$ cat src/rtl/uart_rx_pkg.sv
// ---------------------------------------------------------------------------
// uart_rx_pkg
// Shared types and constants for the UART receive controller.
//   rx_state_t  : configuration FSM states (RUN, WAIT_IDLE, APPLY, SETTLE)
//   rx_cfg_t    : runtime core configuration {prescale, par_en, par_typ}.
//                 The same struct holds both the pending (shadow) copy and
//                 the applied copy.
//   CFG_DEFAULT : default configuration (prescale 8, parity on, even)
// ---------------------------------------------------------------------------
package uart_rx_pkg;

  // Width of the prescale field carried in rx_cfg_t. The controller's
  // PRESCALE_W parameter defaults to this value and is expected to match it.
  localparam int CFG_PRESCALE_W = 6;

  // Prescale values the receive core supports. Other values are still
  // applied unchanged; the core's behaviour with them is undefined.
  localparam logic [CFG_PRESCALE_W-1:0] PRESCALE_X8  = CFG_PRESCALE_W'(8);
  localparam logic [CFG_PRESCALE_W-1:0] PRESCALE_X16 = CFG_PRESCALE_W'(16);
  localparam logic [CFG_PRESCALE_W-1:0] PRESCALE_X32 = CFG_PRESCALE_W'(32);

  typedef enum logic [1:0] {
    ST_RUN       = 2'd0,
    ST_WAIT_IDLE = 2'd1,
    ST_APPLY     = 2'd2,
    ST_SETTLE    = 2'd3
  } rx_state_t;

  typedef struct packed {
    logic [CFG_PRESCALE_W-1:0] prescale;
    logic                      par_en;
    logic                      par_typ;   // 0 = even, 1 = odd
  } rx_cfg_t;

  localparam rx_cfg_t CFG_DEFAULT = '{
    prescale: PRESCALE_X8,
    par_en:   1'b1,
    par_typ:  1'b0
  };

endpackage : uart_rx_pkg

$ cat src/rtl/uart_rx_fifo.sv
// ---------------------------------------------------------------------------
// uart_rx_fifo
// Small synchronous FIFO that buffers received frames for the host.
// Pointers carry an extra wrap bit so that full and empty can be told apart
// without a separate occupancy counter.
//
// Ports
//   clk, rst   : clock, synchronous active-high reset (pointers only)
//   push       : write request; accepted when not full, or when full and a
//                pop is accepted in the same cycle
//   push_data  : data written on an accepted push
//   pop        : read request; accepted when not empty
//   full       : DEPTH entries held
//   empty      : no entries held
//   drop       : push requested but refused (full and no pop this cycle)
//   rd_data    : head entry, valid while empty = 0
// ---------------------------------------------------------------------------
module uart_rx_fifo #(
  parameter int DATA_W = 8,
  parameter int DEPTH  = 4
) (
  input  logic              clk,
  input  logic              rst,
  input  logic              push,
  input  logic [DATA_W-1:0] push_data,
  input  logic              pop,
  output logic              full,
  output logic              empty,
  output logic              drop,
  output logic [DATA_W-1:0] rd_data
);

  localparam int AW = $clog2(DEPTH);

  logic [DATA_W-1:0] mem [DEPTH];
  logic [AW:0]       wr_ptr;
  logic [AW:0]       rd_ptr;
  logic              pop_ok;
  logic              push_ok;

  assign empty = (wr_ptr == rd_ptr);
  assign full  = (wr_ptr[AW] != rd_ptr[AW]) &&
                 (wr_ptr[AW-1:0] == rd_ptr[AW-1:0]);

  // When full, a simultaneous pop frees the slot the push writes into, so
  // both are accepted and occupancy stays unchanged.
  assign pop_ok  = pop & ~empty;
  assign push_ok = push & (~full | pop_ok);
  assign drop    = push & ~push_ok;

  assign rd_data = mem[rd_ptr[AW-1:0]];

  // NOTE: the storage array is deliberately not reset; only the pointers
  // define what is valid, and a reset-free array maps to plain RAM/flops
  // without a wide reset fan-out.
  always_ff @(posedge clk) begin
    if (push_ok) begin
      mem[wr_ptr[AW-1:0]] <= push_data;
    end
  end

  always_ff @(posedge clk) begin
    if (rst) begin
      wr_ptr <= '0;
      rd_ptr <= '0;
    end else begin
      if (push_ok) wr_ptr <= wr_ptr + 1'b1;
      if (pop_ok)  rd_ptr <= rd_ptr + 1'b1;
    end
  end

endmodule : uart_rx_fifo

$ cat src/rtl/uart_rx_ctrl.sv
// ---------------------------------------------------------------------------
// uart_rx_ctrl
// Controller beside the UART receive core. Owns the core's runtime
// configuration and applies changes only between frames, holding the core
// disabled for SETTLE_CYC cycles afterwards. Captures each completed frame
// into a FIFO for the host, flags overrun and keeps frame/error counters.
//
// Ports
//   clk, rst                 : clock, synchronous active-high reset
//   cfg_wr                   : one-cycle config write strobe (ignored while
//                              cfg_busy = 1)
//   cfg_prescale, cfg_par_en,
//   cfg_par_typ              : requested configuration
//   cfg_busy                 : config change pending or in progress
//   core_prescale, core_par_en,
//   core_par_typ             : applied configuration driven to the core
//   core_rx_en               : 0 holds the core idle during an apply
//   rx_busy                  : core frame in progress
//   rx_data_valid, rx_p_data : core data-valid level and parallel data
//   rx_par_err, rx_stp_err   : core error levels
//   rd_valid, rd_data,
//   rd_ready                 : host read stream
//   overrun                  : sticky, a frame was dropped (FIFO full)
//   clr_status               : clears overrun, frame_cnt and err_cnt
//   frame_cnt                : frames detected, wraps
//   err_cnt                  : error events, saturates at 255
// ---------------------------------------------------------------------------
module uart_rx_ctrl
  import uart_rx_pkg::*;
#(
  parameter int DATA_W       = 8,
  parameter int DEPTH        = 4,
  parameter int PRESCALE_W   = CFG_PRESCALE_W,
  parameter int PRESCALE_RST = 8,
  parameter int SETTLE_CYC   = 2
) (
  input  logic                  clk,
  input  logic                  rst,
  input  logic                  cfg_wr,
  input  logic [PRESCALE_W-1:0] cfg_prescale,
  input  logic                  cfg_par_en,
  input  logic                  cfg_par_typ,
  output logic                  cfg_busy,
  output logic [PRESCALE_W-1:0] core_prescale,
  output logic                  core_par_en,
  output logic                  core_par_typ,
  output logic                  core_rx_en,
  input  logic                  rx_busy,
  input  logic                  rx_data_valid,
  input  logic [DATA_W-1:0]     rx_p_data,
  input  logic                  rx_par_err,
  input  logic                  rx_stp_err,
  output logic                  rd_valid,
  output logic [DATA_W-1:0]     rd_data,
  input  logic                  rd_ready,
  output logic                  overrun,
  input  logic                  clr_status,
  output logic [15:0]           frame_cnt,
  output logic [7:0]            err_cnt
);

  localparam int CNT_W = $clog2(SETTLE_CYC + 1);

  localparam rx_cfg_t CFG_RST = '{
    prescale: CFG_PRESCALE_W'(PRESCALE_RST),
    par_en:   CFG_DEFAULT.par_en,
    par_typ:  CFG_DEFAULT.par_typ
  };

  // -------------------------------------------------------------------------
  // Configuration FSM
  // -------------------------------------------------------------------------
  rx_state_t        state;
  rx_cfg_t          shadow_cfg;
  rx_cfg_t          core_cfg;
  logic [CNT_W-1:0] settle_cnt;

  // NOTE: all state below is updated with non-blocking assignments so every
  // register samples the values from before the clock edge, independent of
  // statement order.
  always_ff @(posedge clk) begin
    if (rst) begin
      state      <= ST_RUN;
      shadow_cfg <= CFG_RST;
      core_cfg   <= CFG_RST;
      core_rx_en <= 1'b1;
      settle_cnt <= '0;
    end else begin
      case (state)
        ST_RUN: begin
          if (cfg_wr) begin
            shadow_cfg <= '{
              prescale: CFG_PRESCALE_W'(cfg_prescale),
              par_en:   cfg_par_en,
              par_typ:  cfg_par_typ
            };
            state <= ST_WAIT_IDLE;
          end
        end

        // Never change the core's configuration under a frame in flight.
        ST_WAIT_IDLE: begin
          if (!rx_busy) begin
            core_rx_en <= 1'b0;
            state      <= ST_APPLY;
          end
        end

        ST_APPLY: begin
          core_cfg   <= shadow_cfg;
          settle_cnt <= CNT_W'(SETTLE_CYC);
          state      <= ST_SETTLE;
        end

        // Leave on the last settle cycle so the core is re-enabled exactly
        // SETTLE_CYC cycles after the new values appear.
        ST_SETTLE: begin
          if (settle_cnt == CNT_W'(1)) begin
            core_rx_en <= 1'b1;
            state      <= ST_RUN;
          end else begin
            settle_cnt <= settle_cnt - 1'b1;
          end
        end

        default: begin
          core_rx_en <= 1'b1;
          state      <= ST_RUN;
        end
      endcase
    end
  end

  assign cfg_busy      = (state != ST_RUN);
  assign core_prescale = PRESCALE_W'(core_cfg.prescale);
  assign core_par_en   = core_cfg.par_en;
  assign core_par_typ  = core_cfg.par_typ;

  // -------------------------------------------------------------------------
  // Edge detection on the core's level outputs
  // -------------------------------------------------------------------------
  logic dv_q;
  logic err_q;
  logic err_lvl;
  logic push;
  logic err_rise;

  assign err_lvl  = rx_par_err | rx_stp_err;
  assign push     = rx_data_valid & ~dv_q;
  assign err_rise = err_lvl & ~err_q;

  always_ff @(posedge clk) begin
    if (rst) begin
      dv_q  <= 1'b0;
      err_q <= 1'b0;
    end else begin
      dv_q  <= rx_data_valid;
      err_q <= err_lvl;
    end
  end

  // -------------------------------------------------------------------------
  // Frame FIFO
  // -------------------------------------------------------------------------
  logic fifo_full;
  logic fifo_empty;
  logic fifo_drop;

  uart_rx_fifo #(
    .DATA_W (DATA_W),
    .DEPTH  (DEPTH)
  ) u_fifo (
    .clk       (clk),
    .rst       (rst),
    .push      (push),
    .push_data (rx_p_data),
    .pop       (rd_ready),
    .full      (fifo_full),
    .empty     (fifo_empty),
    .drop      (fifo_drop),
    .rd_data   (rd_data)
  );

  assign rd_valid = ~fifo_empty;

  // -------------------------------------------------------------------------
  // Status: overrun flag and statistics. A clear in the same cycle as an
  // event wins and the event is lost.
  // -------------------------------------------------------------------------
  always_ff @(posedge clk) begin
    if (rst) begin
      overrun   <= 1'b0;
      frame_cnt <= '0;
      err_cnt   <= '0;
    end else if (clr_status) begin
      overrun   <= 1'b0;
      frame_cnt <= '0;
      err_cnt   <= '0;
    end else begin
      if (fifo_drop) begin
        overrun <= 1'b1;
      end
      // Dropped frames were still received, so they are counted too.
      if (push) begin
        frame_cnt <= frame_cnt + 16'd1;
      end
      if (err_rise && (err_cnt != 8'hFF)) begin
        err_cnt <= err_cnt + 8'd1;
      end
    end
  end

  // Full status is only needed inside the FIFO for the drop decision.
  logic unused_full;
  assign unused_full = fifo_full;

endmodule : uart_rx_ctrl

$ cat config.mk
export PLATFORM = sky130hd
export DESIGN_NAME = uart_rx_ctrl
export DESIGN_NICKNAME = d
export VERILOG_FILES = /design/src/rtl/uart_rx_pkg.sv /design/src/rtl/uart_rx_fifo.sv /design/src/rtl/uart_rx_ctrl.sv
export SDC_FILE = /design/constraint.sdc
export NUM_CORES = 1
export LEC_CHECK = 0
export ABC_AREA = 1
export CAP_MARGIN = 40
export CORE_ASPECT_RATIO = 1.75
export CORE_MARGIN = 5
export CORE_UTILIZATION = 52
export CTS_BUF_LIST = sky130_fd_sc_hd__clkbuf_8 sky130_fd_sc_hd__clkbuf_16
export DETAILED_ROUTE_END_ITERATION = 12
export GPL_TIMING_DRIVEN = 0
export MAX_ROUTING_LAYER = met4
export PLACE_DENSITY = 0.79
export SYNTH_ARGS = -nofsm -noshare
export SYNTH_HDL_FRONTEND = slang
export SYNTH_SLANG_ARGS = --single-unit
$ cat constraint.sdc
create_clock -name clk -period 1.75 [get_ports clk]
set_input_delay 0.2625 -clock clk [delete_from_list [all_inputs] [get_ports clk]]
set_output_delay 0.2625 -clock clk [all_outputs]
set_load 0.01 [all_outputs]
==> impl_metrics.tcl <==
set metrics [dict create \
    outcome "finished, final reports clean" \
    crit_path_start_kind "register" \
    routed_wirelength_mm 7.707 \
    antenna_cells 0 \
    utilization 0.6808 \
    layout.filler_cells 584 \
    grt_max_degree 15 \
    viasPerCell 5.106 \
    initial_utilization 0.5259 \
    ys_seq_elements 88 \
    gp_routability_congestion 0.8555 \
    cts_root_buf "sky130_fd_sc_hd__clkbuf_16" \
    cp-end-kind "primary output" \
    layoutNonFillerInstCount 594 \
    antenna_violations_before_repair 0 \
    slew_headroom 0.7820 \
    min_path_type "in -> reg" \
    final_stage_net_count 541 \
    synth-seq-area-share 0.5552 \
    tightest_slew_ps 325.9 \
    syn-num-nets 463 \
    grt_pass1_vias 3117 \
    detailroute.via_count 3033 \
    setup_tns_ps 0 \
    fp.dieArea_sq_um 9076 \
    route.detailed.drc 0 \
    tritoncts_num_sinks 88 \
    std_cell_rows 41 \
    y_dimension_of_the_die_um 122.3 \
    cts-htree-levels 3 \
    synth.yosys.warnings 0 \
    timing.final.max_slew_violations 0 \
    tritoncts.num_buffers 9 \
    port-buffer-count 67 \
    die_w_um 74.19 \
    critical_path_class "reg -> out" \
    largest_vdd_supply_drop_mv 0.7939 \
    postSynthCellCount 425 \
    met1_usage 0.2108 \
    detailedRoute.firstPassIterationCount 4 \
    worst-endpoint-required_ps 1490 \
    wl_per_cell_um 12.97 \
    layout_cell_share_with_drive_strength_beyond_1 0.1102 \
    leakage_uw 0.001925 \
    yosysUniqueCellTypes 31 \
    netlist_area_sq_um 3750 \
    cts.hold.buffers_added 0 \
    global_route.usage.total 0.1951 \
    gr-usage-met2 0.3428 \
    grt_overflow 0 \
    tritoncts "built" \
    clock_latency_late_sink_ps 320 \
    grt-busiest-layer "met2" \
    power.density_cell_area_nw_per_um2 1137 \
    wire_length_of_the_first_global_routing_pass_mm 13.52 \
    synth_area_per_cell_sq_um 8.823 \
    pin_count 69 \
    setup_repair_after_global_routing_missed_its_margin "false" \
    finalCriticalPeriod_ps 1625 \
    worstPathMaxFanout 5 \
    iteration_0_drc_count_of_the_detailed_router 159 \
    fin_worst_skew_ps 4.933 \
    count_of_nets_left_with_antenna_violations_after_detail_routing 0 \
    finalCritPeriodShare 0.9285 \
    timing.final.hold_violations 0 \
    drv.max_cap_violation_count 0 \
    clock_tree.buffer_depth 2 \
    placeableCoreArea_sq_um 7131 \
    dominantRegCellSynth "sky130_fd_sc_hd__dfxtp_1" \
    dp_cells 578 \
    gr-usage-met3 0.04016 \
    synth_edf_count 32 \
    clk_transition_reported_paths_ps 60 \
    hpwl_mm 5.918 \
    proportion_of_synthesized_flip_flops_having_asynchronous_set_or_reset 0 \
    setup_viol 0 \
    cp_data_arrival_time_ps 1360 \
    layout-area-overhead-vs-synth_pct 29.46 \
    maxClockFrequency_mhz 615.4 \
    cts_setup_buffers 0 \
]
-- cell usage after synthesis (2+ instances only) --
cell,n,share of area
sky130_fd_sc_hd__a21oi_1,25,0.033
sky130_fd_sc_hd__buf_2,3,0.0040
sky130_fd_sc_hd__clkbuf_1,3,0.0030
sky130_fd_sc_hd__dfxtp_1,56,0.30
sky130_fd_sc_hd__edfxtp_1,32,0.26
sky130_fd_sc_hd__ha_1,13,0.043
sky130_fd_sc_hd__inv_1,46,0.046
sky130_fd_sc_hd__inv_2,2,0.0020
sky130_fd_sc_hd__nand2_1,65,0.065
sky130_fd_sc_hd__nand2_2,5,0.0083
sky130_fd_sc_hd__nand3_1,21,0.028
sky130_fd_sc_hd__nand3_2,2,0.0053
sky130_fd_sc_hd__nand3b_1,2,0.0040
sky130_fd_sc_hd__nand4_1,2,0.0033
sky130_fd_sc_hd__nor2_1,75,0.075
sky130_fd_sc_hd__nor2_2,2,0.0033
sky130_fd_sc_hd__nor3_1,3,0.0040
sky130_fd_sc_hd__o21a_1,2,0.0040
sky130_fd_sc_hd__o21ai_0,41,0.055
sky130_fd_sc_hd__o22ai_1,8,0.013
sky130_fd_sc_hd__xnor2_1,3,0.0070
sky130_fd_sc_hd__xor2_1,5,0.012
-- per-stage QoR --
step | worst slack [ps] | total power, uW | hold slack [ps] | cell area [sq um]
6_report | 125.1 | 5519 | 239.8 | 4855
5_1_grt | 19.03 | 5888 | 249.1 | 4855
4_1_cts | -29.68 | 5576 | 237.0 | 4856
3_5_place_dp | -502.0 | 3781 | 449.4 | 4528
3_3_place_gp | -428.6 | 3719 | 445.1 | 4528
2_1_floorplan | 180.5 | 3199 | 361.4 | 3750
-- layout make-up --
cell class,count,area (sq um),area share
inverters,49,186.4,0.03840
repair buffers,67,629.4,0.1296
well taps,86,107.6,0.02216
clock inverters,6,53.80,0.01108
clock buffers,10,239.0,0.04923
plain buffers,7,57.56,0.01186
multi-input cells,281,1491,0.3072
flip-flops and latches,88,2090,0.4304
-- layer usage --
layer	up-vias	routed length [um]
met4	0	144
met3	15	336
met2	71	4161
met5	-	0
li1	1556	-
met1	1391	3063
-- flip-flops by register name, indices dropped and copies added, names as in the netlist, 2 cells and up, named ones only --
register / count
frame_cnt: 16
u_fifo.rd_ptr: 3
shadow_cfg: 8
u_fifo.mem: 32
err_cnt: 8
u_fifo.wr_ptr: 3
state: 2
core_prescale: 6
settle_cnt: 2
-- layout by cell type, fill, tap and decap left out, drive strengths merged, types with 19 or more instances in the layout --
cell type and instances:
inv 51, a21oi 25, edfxtp 32, nand2 70, o21ai 42, nand3 23, clkdlybuf4s50 57, nor2 79
dfxtp 56, clkbuf 19
-- worst paths after layout --
check                          endpoint  slack, ps                          start  cells past startpoint
min reg2reg  settle_cnt[0]$_SDFFE_PP0P_        460     settle_cnt[0]$_SDFFE_PP0P_                      1
max                            rd_valid        130  u_fifo.wr_ptr[1]$_SDFFE_PP0P_                      4
min                    err_q$_SDFF_PP0_        240                            rst                      2
max reg2reg  u_fifo.mem[0][3]$_DFFE_PP_        170  u_fifo.wr_ptr[1]$_SDFFE_PP0P_                      5
-- cells by family (layout without fill, tap and decap cells) --
| group | after synthesis | in the layout | synth area share |
|---|---|---|---|
| simple gates | 181 | 181 | 0.2119 |
| xor+xnor | 8 | 8 | 0.01869 |
| fa+ha+maj | 13 | 13 | 0.04338 |
| flops | 88 | 88 | 0.5552 |
| buf+inv | 56 | 139 | 0.05906 |
| compound gates | 79 | 79 | 0.1118 |
-- worst max-delay path, cell delays in order (launching register included) --
cell	delay [ps]
sky130_fd_sc_hd__dfxtp_1	350
sky130_fd_sc_hd__xor2_1	170
sky130_fd_sc_hd__nor2_1	150
sky130_fd_sc_hd__nand2_2	110
sky130_fd_sc_hd__clkdlybuf4s15_1	260
-- repair_timing --
item,in CTS,in global routing
setup endpoints to repair,42,44
pin swaps,0,3
gates cloned,0,0
gates resized for setup,30,29
-- where the power goes --
part	switching (uW)	internal, uW
logic	698	531
clock network	691	1120
registers	137	2340
total	1530	3990
(Power assumes the default switching activity.)
